[config.mk]
export PLATFORM = sky130hd
export DESIGN_NAME = sifh_peak_reader
export DESIGN_NICKNAME = d
export VERILOG_FILES = /design/src/rtl/sifh_peak_reader.sv
export SDC_FILE = /design/constraint.sdc
export NUM_CORES = 1
export LEC_CHECK = 0
export ABC_AREA = 1
export BUFFER_PORTS_ARGS = -buffer_cell sky130_fd_sc_hd__buf_2
export CAP_MARGIN = 0
export CORE_UTILIZATION = 45
export DETAILED_ROUTE_END_ITERATION = 8
export PLACE_DENSITY_LB_ADDON = 0.12
export RECOVER_POWER = 25
export SYNTH_ARGS = -nofsm -noshare
export SYNTH_HDL_FRONTEND = slang
export SYNTH_SLANG_ARGS = --single-unit
[constraint.sdc]
create_clock -name clk -period 2.5 [get_ports clk]
set_clock_uncertainty 0.15 [all_clocks]
set_input_delay 0 -clock clk [delete_from_list [all_inputs] [get_ports clk]]
set_output_delay 0 -clock clk [all_outputs]
set_load 0.01 [all_outputs]
[src/rtl/sifh_peak_reader.sv]
// Histogram peak reader: scans each pixel's histogram through SRAM port B and
// reports the bin holding the largest count, one result pulse per pixel.
module sifh_peak_reader #(
    parameter int RAM_ADDR          = 10,
    parameter int NB                = 8,
    parameter int BIN_NUM_PER_HIS   = 256,
    parameter int PIXEL_NUM_PER_RAM = 4,
    parameter int PIX_W             = 2,
    parameter int PEAK_MAX          = 16
) (
    input  logic                clk,
    input  logic                res,
    input  logic                start,
    input  logic [PEAK_MAX-1:0] minCount,
    input  logic [PEAK_MAX-1:0] counts,
    output logic [RAM_ADDR-1:0] raddr,
    output logic                rEnable,
    output logic                readFlag,
    output logic                busy,
    output logic                peakValid,
    output logic [PIX_W-1:0]    peakPixel,
    output logic [NB-1:0]       peakBin,
    output logic [PEAK_MAX-1:0] peakCount,
    output logic                peakFound,
    output logic                findPeakFinish
);

    typedef enum logic [1:0] {IDLE, ISSUE, DRAIN, REPORT} state_t;

    state_t              state, state_next;
    logic [NB-1:0]       bin, bin_d;
    logic [PIX_W-1:0]    pixel;
    logic                sample_valid;
    logic [PEAK_MAX-1:0] max_count, min_count;
    logic [NB-1:0]       max_bin;

    logic                last_bin, last_pixel, take;
    logic [PEAK_MAX-1:0] cand_count;
    logic [NB-1:0]       cand_bin;

    assign last_bin   = (bin == NB'(BIN_NUM_PER_HIS - 1));
    assign last_pixel = (pixel == PIX_W'(PIXEL_NUM_PER_RAM - 1));

    // Strict compare keeps the lowest bin on ties; bin_d pairs each count with
    // the address that produced it one cycle earlier.
    assign take       = sample_valid && (counts > max_count);
    assign cand_count = take ? counts : max_count;
    assign cand_bin   = take ? bin_d : max_bin;

    assign readFlag = (state == ISSUE);
    assign rEnable  = 1'b0;
    assign busy     = (state != IDLE);
    assign raddr    = readFlag
                    ? RAM_ADDR'(pixel) * RAM_ADDR'(BIN_NUM_PER_HIS) + RAM_ADDR'(bin)
                    : '0;

    always_ff @(posedge clk or negedge res) begin
        if (!res) state <= IDLE;
        else      state <= state_next;
    end

    always_comb begin
        // NOTE: default first so every path assigns state_next; no latch inferred.
        state_next = state;
        case (state)
            IDLE:    if (start) state_next = ISSUE;
            ISSUE:   if (last_bin) state_next = DRAIN;
            DRAIN:   state_next = REPORT;
            REPORT:  state_next = last_pixel ? IDLE : ISSUE;
            default: state_next = IDLE;
        endcase
    end

    always_ff @(posedge clk or negedge res) begin
        if (!res) begin
            bin            <= '0;
            bin_d          <= '0;
            pixel          <= '0;
            sample_valid   <= 1'b0;
            max_count      <= '0;
            max_bin        <= '0;
            min_count      <= '0;
            peakValid      <= 1'b0;
            peakPixel      <= '0;
            peakBin        <= '0;
            peakCount      <= '0;
            peakFound      <= 1'b0;
            findPeakFinish <= 1'b0;
        end else begin
            // NOTE: non-blocking assignments so all registers update from the same pre-edge values.
            peakValid      <= 1'b0;
            findPeakFinish <= 1'b0;
            sample_valid   <= (state == ISSUE);
            bin_d          <= bin;
            if (take) begin
                max_count <= counts;
                max_bin   <= bin_d;
            end
            case (state)
                IDLE: if (start) begin
                    min_count <= minCount;
                    pixel     <= '0;
                    bin       <= '0;
                    max_count <= '0;
                    max_bin   <= '0;
                end
                ISSUE: if (!last_bin) bin <= bin + NB'(1);
                DRAIN: begin
                    // The final sample arrives during DRAIN, so the result uses the candidate.
                    peakValid      <= 1'b1;
                    peakPixel      <= pixel;
                    peakBin        <= cand_bin;
                    peakCount      <= cand_count;
                    peakFound      <= (cand_count >= min_count);
                    findPeakFinish <= last_pixel;
                end
                REPORT: begin
                    max_count <= '0;
                    max_bin   <= '0;
                    bin       <= '0;
                    if (!last_pixel) pixel <= pixel + PIX_W'(1);
                end
                default: ;
            endcase
        end
    end

endmodule

==> flow_metrics.env, run 1 <==
export IMPL_yosys_warnings=0
export IMPL_nets=842
export IMPL_pin_count=77
export IMPL_total_leakage_power_nw=3.76
export IMPL_die_w_um=106
export IMPL_critical_path_max_fanout=8
export IMPL_synth_cell_area_um2=4890
export IMPL_cts_num_sinks=90
export IMPL_cellPowerDensity_nw_per_um2=1120
export IMPL_layout_common_cells="nand2_1, inv_1, dfrtp_1"
export IMPL_slew_violations=0
export IMPL_worst_slack_ns=-0.335
export IMPL_layout_drive_gt1_share_pct=34.9
export IMPL_tritoncts="yes"
export IMPL_worst_slew_pin_slew_ns=1.08
export IMPL_syn_nets=667
export IMPL_violations="negative setup slack"
export IMPL_htreeDepth=3
export IMPL_die_h_um=106
export IMPL_final_common_cell="nand2_1"
export IMPL_drc=0
export IMPL_ys_seq_area_share_pct=46.0
export IMPL_dieArea_um2=11300
export IMPL_pwr_share_seq_pct=26.6
export IMPL_gr_total_overflow=0
export IMPL_floorplan_initialDensity_pct=47.0
export IMPL_dr_pass1_iters=4
export IMPL_gp_congestion=0.783
export IMPL_grt_pass1_wl_um=20600
export IMPL_p_switching_mw=3.26
export IMPL_core_area_um2=10400
export IMPL_dp_hpwl_um=7950
export IMPL_clock_latency_ns=0.37
export IMPL_power_share_clock_pct=17.4
export IMPL_clk_pin_slew_worst_paths_ns=0.10
export IMPL_required_ns=2.66
export IMPL_synth_edf_count=0
export IMPL_status="finished, violations left"
export IMPL_path_class="register to register"
export IMPL_portBuffers=75
export IMPL_synthCells=594
export IMPL_cp_start_kind="register"
export IMPL_routed_wl_um=12500
export IMPL_vdd_drop_max_v=0.000862
export IMPL_p_comb_share_pct=56.1
export IMPL_rows=37
export IMPL_min_from="counts[7]"
export IMPL_hold_ws_ns=0.0545
export IMPL_r2r_start="max_count[11]"
export IMPL_synthFlopType="dfrtp_1"
export IMPL_rsz0062_at_grt="true"
export IMPL_syn_area_per_cell_um2=8.24
export IMPL_grt_max_degree=50
export IMPL_critPathArrivalTime_ns=2.99
export IMPL_antenna_found_initial=0
export IMPL_yosys_cell_types_count=30
export IMPL_drtIter0Drc=171
export IMPL_synthArstFlopShare_pct=100
export IMPL_startpoint="max_count[11]"
export IMPL_cts_root_buffer="clkbuf_8"
export IMPL_p_sw_share_pct=41.8
export IMPL_hp_class="input pin to register"
export IMPL_grtUsageTotal_pct=23.5
export IMPL_max_freq_mhz=353
export IMPL_cts_made_buffers=9
export IMPL_period_minus_slack_ns=2.84
export IMPL_crit_path_end_kind="register"
export IMPL_ant_nets=0
export IMPL_viasPerCell=4.71
export IMPL_wire_per_inst_um=13.7
export IMPL_clockBufferDepth=2
export IMPL_finalCritPeriodShare_pct=113
export IMPL_power_mw=7.81
export IMPL_areaGrowthSynthToFinish_pct=42.2
export IMPL_p_int_mw=4.54
export IMPL_grt_pass1_vias=4275
export IMPL_synth_seq_cells=90
export IMPL_setup_viol_count_final=1
export IMPL_slew_limit_headroom_pct=28.1
export IMPL_antenna_cells=0
export IMPL_cap_violations=0
export IMPL_hold_viol_final=0
export IMPL_num_vias=4282
==> power by group through the flow <==
stage	sequential (mW)	clock (mW)	combinational, mW
6_report	2.08	1.35	4.38
5_1_grt	2.13	1.44	4.87
4_1_cts	2.07	1.38	4.09
3_5_place_dp	2.10	0	3.54
3_3_place_gp	2.08	0	3.44
2_1_floorplan	2.14	0	2.19
==> stage by stage <==
stage	setup TNS, ns	instance area, um^2	util [%]	cells	setup WS (ns)
after floorplan	-0.118	4920	-	594	-0.118
after global placement	-0.345	5830	56.0	847	-0.345
after detailed placement	-0.352	5830	56.0	847	-0.352
after CTS	-0.239	6770	65.0	904	-0.239
after global routing	-0.453	6960	66.8	910	-0.453
final	-0.335	6960	66.8	910	-0.335
==> final cells by class <==
type | count | area (um^2)
fillers | 893 | 3460
multi-input cells | 373 | 2520
flip-flops and latches | 90 | 2250
repair buffers | 182 | 1310
inverters | 113 | 427
well taps | 136 | 170
clock inverters | 7 | 149
clock buffers | 9 | 124
==> worst paths after layout <==
| kind | to | slack, ns | cells after the start |
|---|---|---|---|
| worst max register to register | peakFound | -0.34 | 20 |
| worst min register to register | bin_d[0] | 0.29 | 0 |
| min in group asynchronous | peakCount[4] | 0.19 | 2 |
| worst min-delay path | max_count[7] | 0.05 | 6 |
| max in group asynchronous | peakFound | 0.68 | 3 |
| worst max-delay path | peakFound | -0.34 | 20 |
==> repair_timing <==
action,in CTS,in global routing
endpoints found under the hold margin,129,0
hold buffers,33,0
endpoints found under the setup margin,1,1
gates cloned,2,0
gates resized for setup,51,37
pin swaps,23,19
buffers inserted,6,6
==> synth_stat cells, types with 3 or more instances <==
master,number,area (um^2)
nand3_1,57,285
nand4_1,3,18.8
nand2_4,11,124
inv_1,113,424
nor3_1,3,15.0
buf_6,5,56.3
o21ai_0,14,70.1
ha_1,38,475
dfrtp_1,90,2250
clkbuf_1,8,30.0
buf_2,3,15.0
nor2_1,44,165
a21oi_1,36,180
nand2_1,130,488
nor2_2,11,68.8
nand2_2,12,75.1
xor2_1,3,26.3
==> flip-flops by register name, indices dropped and copies added (netlist names) <==
signal / flops
min_count: 16
bin: 8
findPeakFinish: 1
peakFound: 1
state: 2
peakCount: 16
max_bin: 8
sample_valid: 1
max_count: 16
peakValid: 1
bin_d: 8
pixel: 2
peakPixel: 2
peakBin: 8
==> metal layers <==
metal	vias up	share of wire, %	global-route usage, %
met5	-	0	0
met4	0	1.3	6.35
met3	13	4.4	4.17
met2	89	47	37.8
met1	1998	48	32.7
li1	2182	-	-
==> cells by family (layout without fill, tap and decap cells) <==
kind of cell / count (synthesis) / count (layout) / share of synthesized area, %
buffers and inverters: 132 / 311 / 11.4
adder cells (fa/ha/maj): 38 / 38 / 9.72
AND/OR/NAND/NOR: 274 / 275 / 26.0
multiplexers: 1 / 1 / 0.230
AO/OA/AOI/OAI: 55 / 55 / 6.03
flip-flops: 90 / 90 / 46.0
other: 1 / 1 / 0.0766
XOR/XNOR: 3 / 3 / 0.537
==> worst max-delay path: stages, from the launching register on <==
cell,delay [ns]
dfrtp_1,0.39
inv_2,0.07
ha_4,0.20
a21oi_1,0.20
nand2_2,0.10
a21oi_4,0.18
nand2_8,0.12
nand2_8,0.14
buf_6,0.10
buf_6,0.08
nand2_4,0.05
nand2_4,0.07
inv_4,0.04
ha_4,0.26
nand2_2,0.06
o21a_1,0.16
o21bai_1,0.15
nand2_1,0.07
nand3_1,0.06
nand2_1,0.05
nand2_1,0.06
Note: power is estimated with default switching activity, not from simulation.
==> run 2, diff against run 1 <==
--- a/config.mk
+++ b/config.mk
@@ -10,3 +10,4 @@
 export CAP_MARGIN = 0
-export CORE_UTILIZATION = 45
+export CORE_UTILIZATION = 50
+export CTS_CLUSTER_SIZE = 20
 export DETAILED_ROUTE_END_ITERATION = 8
==> constraint.sdc (replaced) <==
create_clock -name clk -period 2.5 [get_ports clk]
set_clock_uncertainty 0.15 [all_clocks]
set_input_delay 0.25 -clock clk [delete_from_list [all_inputs] [get_ports clk]]
set_output_delay 0.25 -clock clk [all_outputs]
set_load 0.01 [all_outputs]
==> run 2 against run 1 <==
  * The run still ends with negative setup slack left
  * Register-to-register slack got worse by 0.23 ns
  * Global-route usage increased by 0.90 points
  * Critical endpoint unchanged
  * Hold slack improved by 0.099 ns
  * Combinational power increased by 4.8%
  * Utilization increased by 7.0 points
  * Largest cell class unchanged
  * Clock power decreased by 21%
  * Count of clock-buffer cells in the layout unchanged
  * Die area decreased by 9.8%
  * Fmax decreased by 7.4%
==> flow_metrics.env, run 2 (synthesis results as in run 1) <==
export IMPL_required_ns=2.65
export IMPL_clock_latency_ns=0.37
export IMPL_cellPowerDensity_nw_per_um2=1120
export IMPL_clk_pin_slew_worst_paths_ns=0.10
export IMPL_floorplan_initialDensity_pct=52.2
export IMPL_n_fill_cell=707
export IMPL_rsz0062_at_grt="true"
export IMPL_wire_per_inst_um=14.3
export IMPL_critPathArrivalTime_ns=3.21
export IMPL_tritoncts="yes"
export IMPL_htreeDepth=3
export IMPL_critical_path_max_fanout=6
export IMPL_die_h_um=101
export IMPL_status="finished, violations left"
export IMPL_total_leakage_power_nw=3.72
export IMPL_gp_congestion=0.895
export IMPL_final_common_cell="nand2_1"
export IMPL_setup_viol_count_final=1
export IMPL_layout_drive_gt1_share_pct=38.2
export IMPL_path_class="register to register"
export IMPL_worst_slack_ns=-0.562
export IMPL_areaGrowthSynthToFinish_pct=41.3
export IMPL_vdd_drop_max_v=0.000712
export IMPL_antenna_cells=0
export IMPL_grt_max_degree=54
export IMPL_rows=35
export IMPL_num_vias=4375
export IMPL_grtUsageTotal_pct=24.4
export IMPL_violations="negative setup slack"
export IMPL_layout_common_cells="nand2_1, inv_1, dfrtp_1"
export IMPL_ant_nets=0
export IMPL_cts_num_sinks=90
export IMPL_slew_violations=0
export IMPL_period_minus_slack_ns=3.06
export IMPL_crit_path_end_kind="register"
export IMPL_nets=830
export IMPL_biggestRegsByFlops="max_count: 16 flops, min_count: 16 flops, peakCount: 16 flops"
export IMPL_design_area_um2=6910
export IMPL_tns_ns=-0.562
export IMPL_drtIter0Drc=188
export IMPL_portBuffers=75
export IMPL_power_mw=7.74
export IMPL_slew_limit_headroom_pct=36.2
export IMPL_gr_total_overflow=0
export IMPL_placed_cells=843
export IMPL_grt_pass1_wl_um=19200
export IMPL_dp_hpwl_um=7920
export IMPL_dr_pass1_iters=4
export IMPL_antenna_found_initial=0
export IMPL_max_freq_mhz=327
export IMPL_hold_viol_final=0
export IMPL_drc=0
export IMPL_viasPerCell=4.91
export IMPL_hold_ws_ns=0.154
export IMPL_cts_root_buffer="clkbuf_8"
export IMPL_grt_pass1_vias=4116
export IMPL_hp_class="input pin to register"
export IMPL_dieArea_um2=10200
export IMPL_finalCritPeriodShare_pct=122
export IMPL_place_area_um2=5870
export IMPL_core_area_um2=9370
export IMPL_clockBufferDepth=2
export IMPL_die_w_um=101
export IMPL_routed_wl_um=12800
export IMPL_final_cells=891
export IMPL_cap_violations=0
export IMPL_pin_count=77
export IMPL_cts_made_buffers=9
export IMPL_worst_slew_pin_slew_ns=0.958
export IMPL_cp_start_kind="register"
==> run 2: cell types whose count changed in the layout (fill, tap and decap cells not counted), sizes merged <==
cell         change
clkinvlp         +1
clkinv           +1
dlygate4sd3     -16
bufinv           -3
buf              +7
clkbuf           -3
inv              +1
==> run 2: timing repair <==
item | CTS | global route
hold buffers | 17 | 0
endpoints found under the hold margin | 53 | 0
endpoints found under the setup margin | 1 | 1
pin swaps | 20 | 33
resized for setup | 53 | 58
buffers inserted | 5 | 8
gates cloned | 2 | 0
==> run 2: worst paths after layout <==
kind,from,end,slack [ns],depth (start not counted)
max,max_count[5],peakFound,-0.56,21
min,start,pixel[0],0.15,4
max reg2reg,max_count[5],peakFound,-0.56,21
min reg2reg,bin[1],bin_d[1],0.29,0
max in group asynchronous,res,bin_d[7],0.46,3
min in group asynchronous,res,peakCount[6],0.41,2
==> run 2: power breakdown <==
part	total, mW	switching (mW)	internal [mW]
registers	2.08	0.191	1.89
logic	4.59	2.63	1.96
clock network	1.06	0.584	0.480
total	7.74	3.41	4.33
==> run 2: area by class of cell <==
type / count / area [um^2] / share of cell area, %
clock buffers: 9 / 124 / 1.79
clock inverters: 7 / 85.1 / 1.23
inverters: 113 / 427 / 6.17
multi-input cells: 373 / 2630 / 38.0
flip-flops and latches: 90 / 2250 / 32.6
well taps: 129 / 161 / 2.33
repair buffers: 170 / 1240 / 17.9
==> run 2: metrics by stage <==
step	worst slack [ns]	util [%]
CTS	-0.306	70.5
floorplan	-0.118	-
global placement	-0.300	62.6
global route	-0.656	73.8
detailed placement	-0.420	62.6
finish	-0.562	73.8
==> run 2: metal layers <==
layer  up-vias  track usage [%]  routed length [um]
li1       2160                -                   -
met1      2090             33.2                5860
met2       112             40.3                6280
met3        13             3.61                 513
met4         0             7.92                 123
met5         -                0                   0
==> run 2: critical path, stage by stage (launching register included) <==
cell	delay, ns
dfrtp_1	0.39
inv_2	0.09
ha_4	0.22
a21oi_2	0.13
nor2_1	0.07
nor2_1	0.08
nand2_1	0.07
nand2_2	0.11
nand2_8	0.10
buf_12	0.15
nand2_8	0.08
buf_6	0.11
nand2_4	0.05
nand2_4	0.06
inv_1	0.05
ha_2	0.31
nand4_1	0.14
nor3_1	0.27
nand2_1	0.09
nand3_1	0.10
nand2_1	0.07
nand2_1	0.08
==> run 3, diff against run 2 <==
CORE_UTILIZATION = 52   (was 50)
==> run 3 against run 2 <==
  * The flow still finishes with violations (negative setup slack)
  * Cell area down 2.0%
  * Clock power about the same
  * Cell count down 3.6%
  * Critical path type unchanged
  * Largest cell class unchanged
==> flow_metrics.env, run 3 (synthesis results as in run 1) <==
export IMPL_wire_per_inst_um=13.7
export IMPL_hold_viol_final=0
export IMPL_path_buf_inv=3
export IMPL_tritoncts="yes"
export IMPL_cap_violations=0
export IMPL_grtUsageTotal_pct=25.1
export IMPL_drtIter0Drc=162
export IMPL_power_mw=7.53
export IMPL_layout_common_cells="nand2_1, inv_1, dfrtp_1"
export IMPL_cts_root_buffer="clkbuf_8"
export IMPL_critPathMaxStageDelay_ns=0.35
export IMPL_die_w_um=99.0
export IMPL_worst_path_max_delay_cell="dfrtp_1"
export IMPL_rows=35
export IMPL_antenna_found_initial=0
export IMPL_grt_max_degree=47
export IMPL_pin_count=77
export IMPL_hp_class="input pin to register"
export IMPL_biggestRegsByFlops="max_count: 16 flops, min_count: 16 flops, peakCount: 16 flops"
export IMPL_regToRegSetupSlack_ns=-0.32
export IMPL_num_vias=4242
export IMPL_die_h_um=99.0
export IMPL_cellPowerDensity_nw_per_um2=1110
export IMPL_portBuffers=75
export IMPL_total_leakage_power_nw=3.64
export IMPL_critical_path_max_fanout=7
export IMPL_areaGrowthSynthToFinish_pct=38.4
export IMPL_crit_chain="inv_2, ha_1, nand2_4, nor2_4, nand4_1, o21a_4, buf_6, nand3_2, nand2_1, inv_1, ha_1, a21oi_1, o21ai_1, a21oi_1, nand3_1, nand2_1, nand2_1"
export IMPL_routed_wl_um=11800
export IMPL_antenna_cells=0
export IMPL_cpLargestDelayFamily="compound AO/OA/AOI/OAI gates"
export IMPL_clockBufferDepth=2
export IMPL_core_area_um2=9200
export IMPL_final_common_cell="nand2_1"
export IMPL_rsz0062_at_grt="true"
export IMPL_nets=816
export IMPL_cts_num_sinks=90
export IMPL_layout_drive_gt1_share_pct=37.0
export IMPL_status="finished, violations left"
export IMPL_vdd_drop_max_v=0.000937
export IMPL_cp_common_cell="nand2_1"
export IMPL_clock_latency_ns=0.36
export IMPL_dp_slack_ns=-0.385
export IMPL_slew_limit_headroom_pct=23.5
export IMPL_ant_nets=0
export IMPL_max_freq_mhz=354
export IMPL_gp_congestion=0.896
export IMPL_slew_violations=0
export IMPL_grt_pass1_wl_um=19300
export IMPL_htreeDepth=3
export IMPL_worst_slew_pin_slew_ns=1.15
export IMPL_violations="negative setup slack"
export IMPL_finalCritPeriodShare_pct=113
export IMPL_hold_ws_ns=0.137
export IMPL_dr_pass1_iters=4
export IMPL_path_class="register to register"
export IMPL_worst_slack_ns=-0.321
export IMPL_drc=0
export IMPL_cp_start_kind="register"
export IMPL_period_minus_slack_ns=2.82
export IMPL_viasPerCell=4.94
export IMPL_setup_viol_count_final=1
export IMPL_grt_pass1_vias=4161
export IMPL_gr_total_overflow=0
export IMPL_crit_path_end_kind="register"
export IMPL_critPathArrivalTime_ns=2.93
export IMPL_cts_made_buffers=9
export IMPL_dp_hpwl_um=7650
export IMPL_clk_pin_slew_worst_paths_ns=0.10
export IMPL_dieArea_um2=9800
export IMPL_floorplan_initialDensity_pct=53.2
export IMPL_required_ns=2.61
==> run 3: tightest hold or removal path: stages <==
cell	delay, ns
buf_2	0.10
inv_1	0.05
nand3_2	0.09
nand3_1	0.08
nand2_1	0.05
==> run 3: area by class of cell <==
type / instances / area, um^2
well taps: 111 / 139
inverters: 113 / 427
repair buffers: 156 / 1110
clock buffers: 9 / 124
flip-flops and latches: 90 / 2250
multi-input cells: 373 / 2630
clock inverters: 7 / 93.8
fillers: 652 / 2420
==> run 3: metal layers <==
layer  vias up  GRT usage [%]  wire length (um)
met4         0           7.92               175
met2       103           41.6              5630
met3        14           3.40               442
met5         -              0                 0
li1       2130              -                 -
met1      1995           34.3              5550
==> run 3: final timing paths <==
path                               from  cells past startpoint            end
max                        max_count[4]                     17      peakFound
min                           counts[8]                      5   peakCount[8]
max reg2reg                max_count[4]                     17      peakFound
min reg2reg                      bin[0]                      0       bin_d[0]
max in group asynchronous           res                      3  max_count[15]
min in group asynchronous           res                      2   peakCount[6]
==> run 3: repair_timing <==
action                                 in CTS  in global routing
setup endpoints to repair                   1                  1
buffers inserted                            9                  3
gates resized for setup                    62                 45
gates cloned                                1                  0
hold buffers                               16                  1
pin swaps                                  20                 24
endpoints found under the hold margin      60                  1
==> run 3: per-stage QoR <==
step / TNS [ns] / utilization (%) / cell area [um^2] / std cells
2_1_floorplan: -0.118 / - / 4920 / 594
3_3_place_gp: -0.314 / 62.0 / 5710 / 813
4_1_cts: -0.218 / 71.0 / 6530 / 855
3_5_place_dp: -0.385 / 62.0 / 5710 / 813
5_1_grt: -0.690 / 73.6 / 6770 / 859
6_report: -0.321 / 73.6 / 6770 / 859
==> run 3: power by group <==
group	leakage (nW)	switching, mW	internal (mW)
Sequential	1.16	0.190	1.89
Clock	0.107	0.588	0.490
Combinational	2.38	2.52	1.85
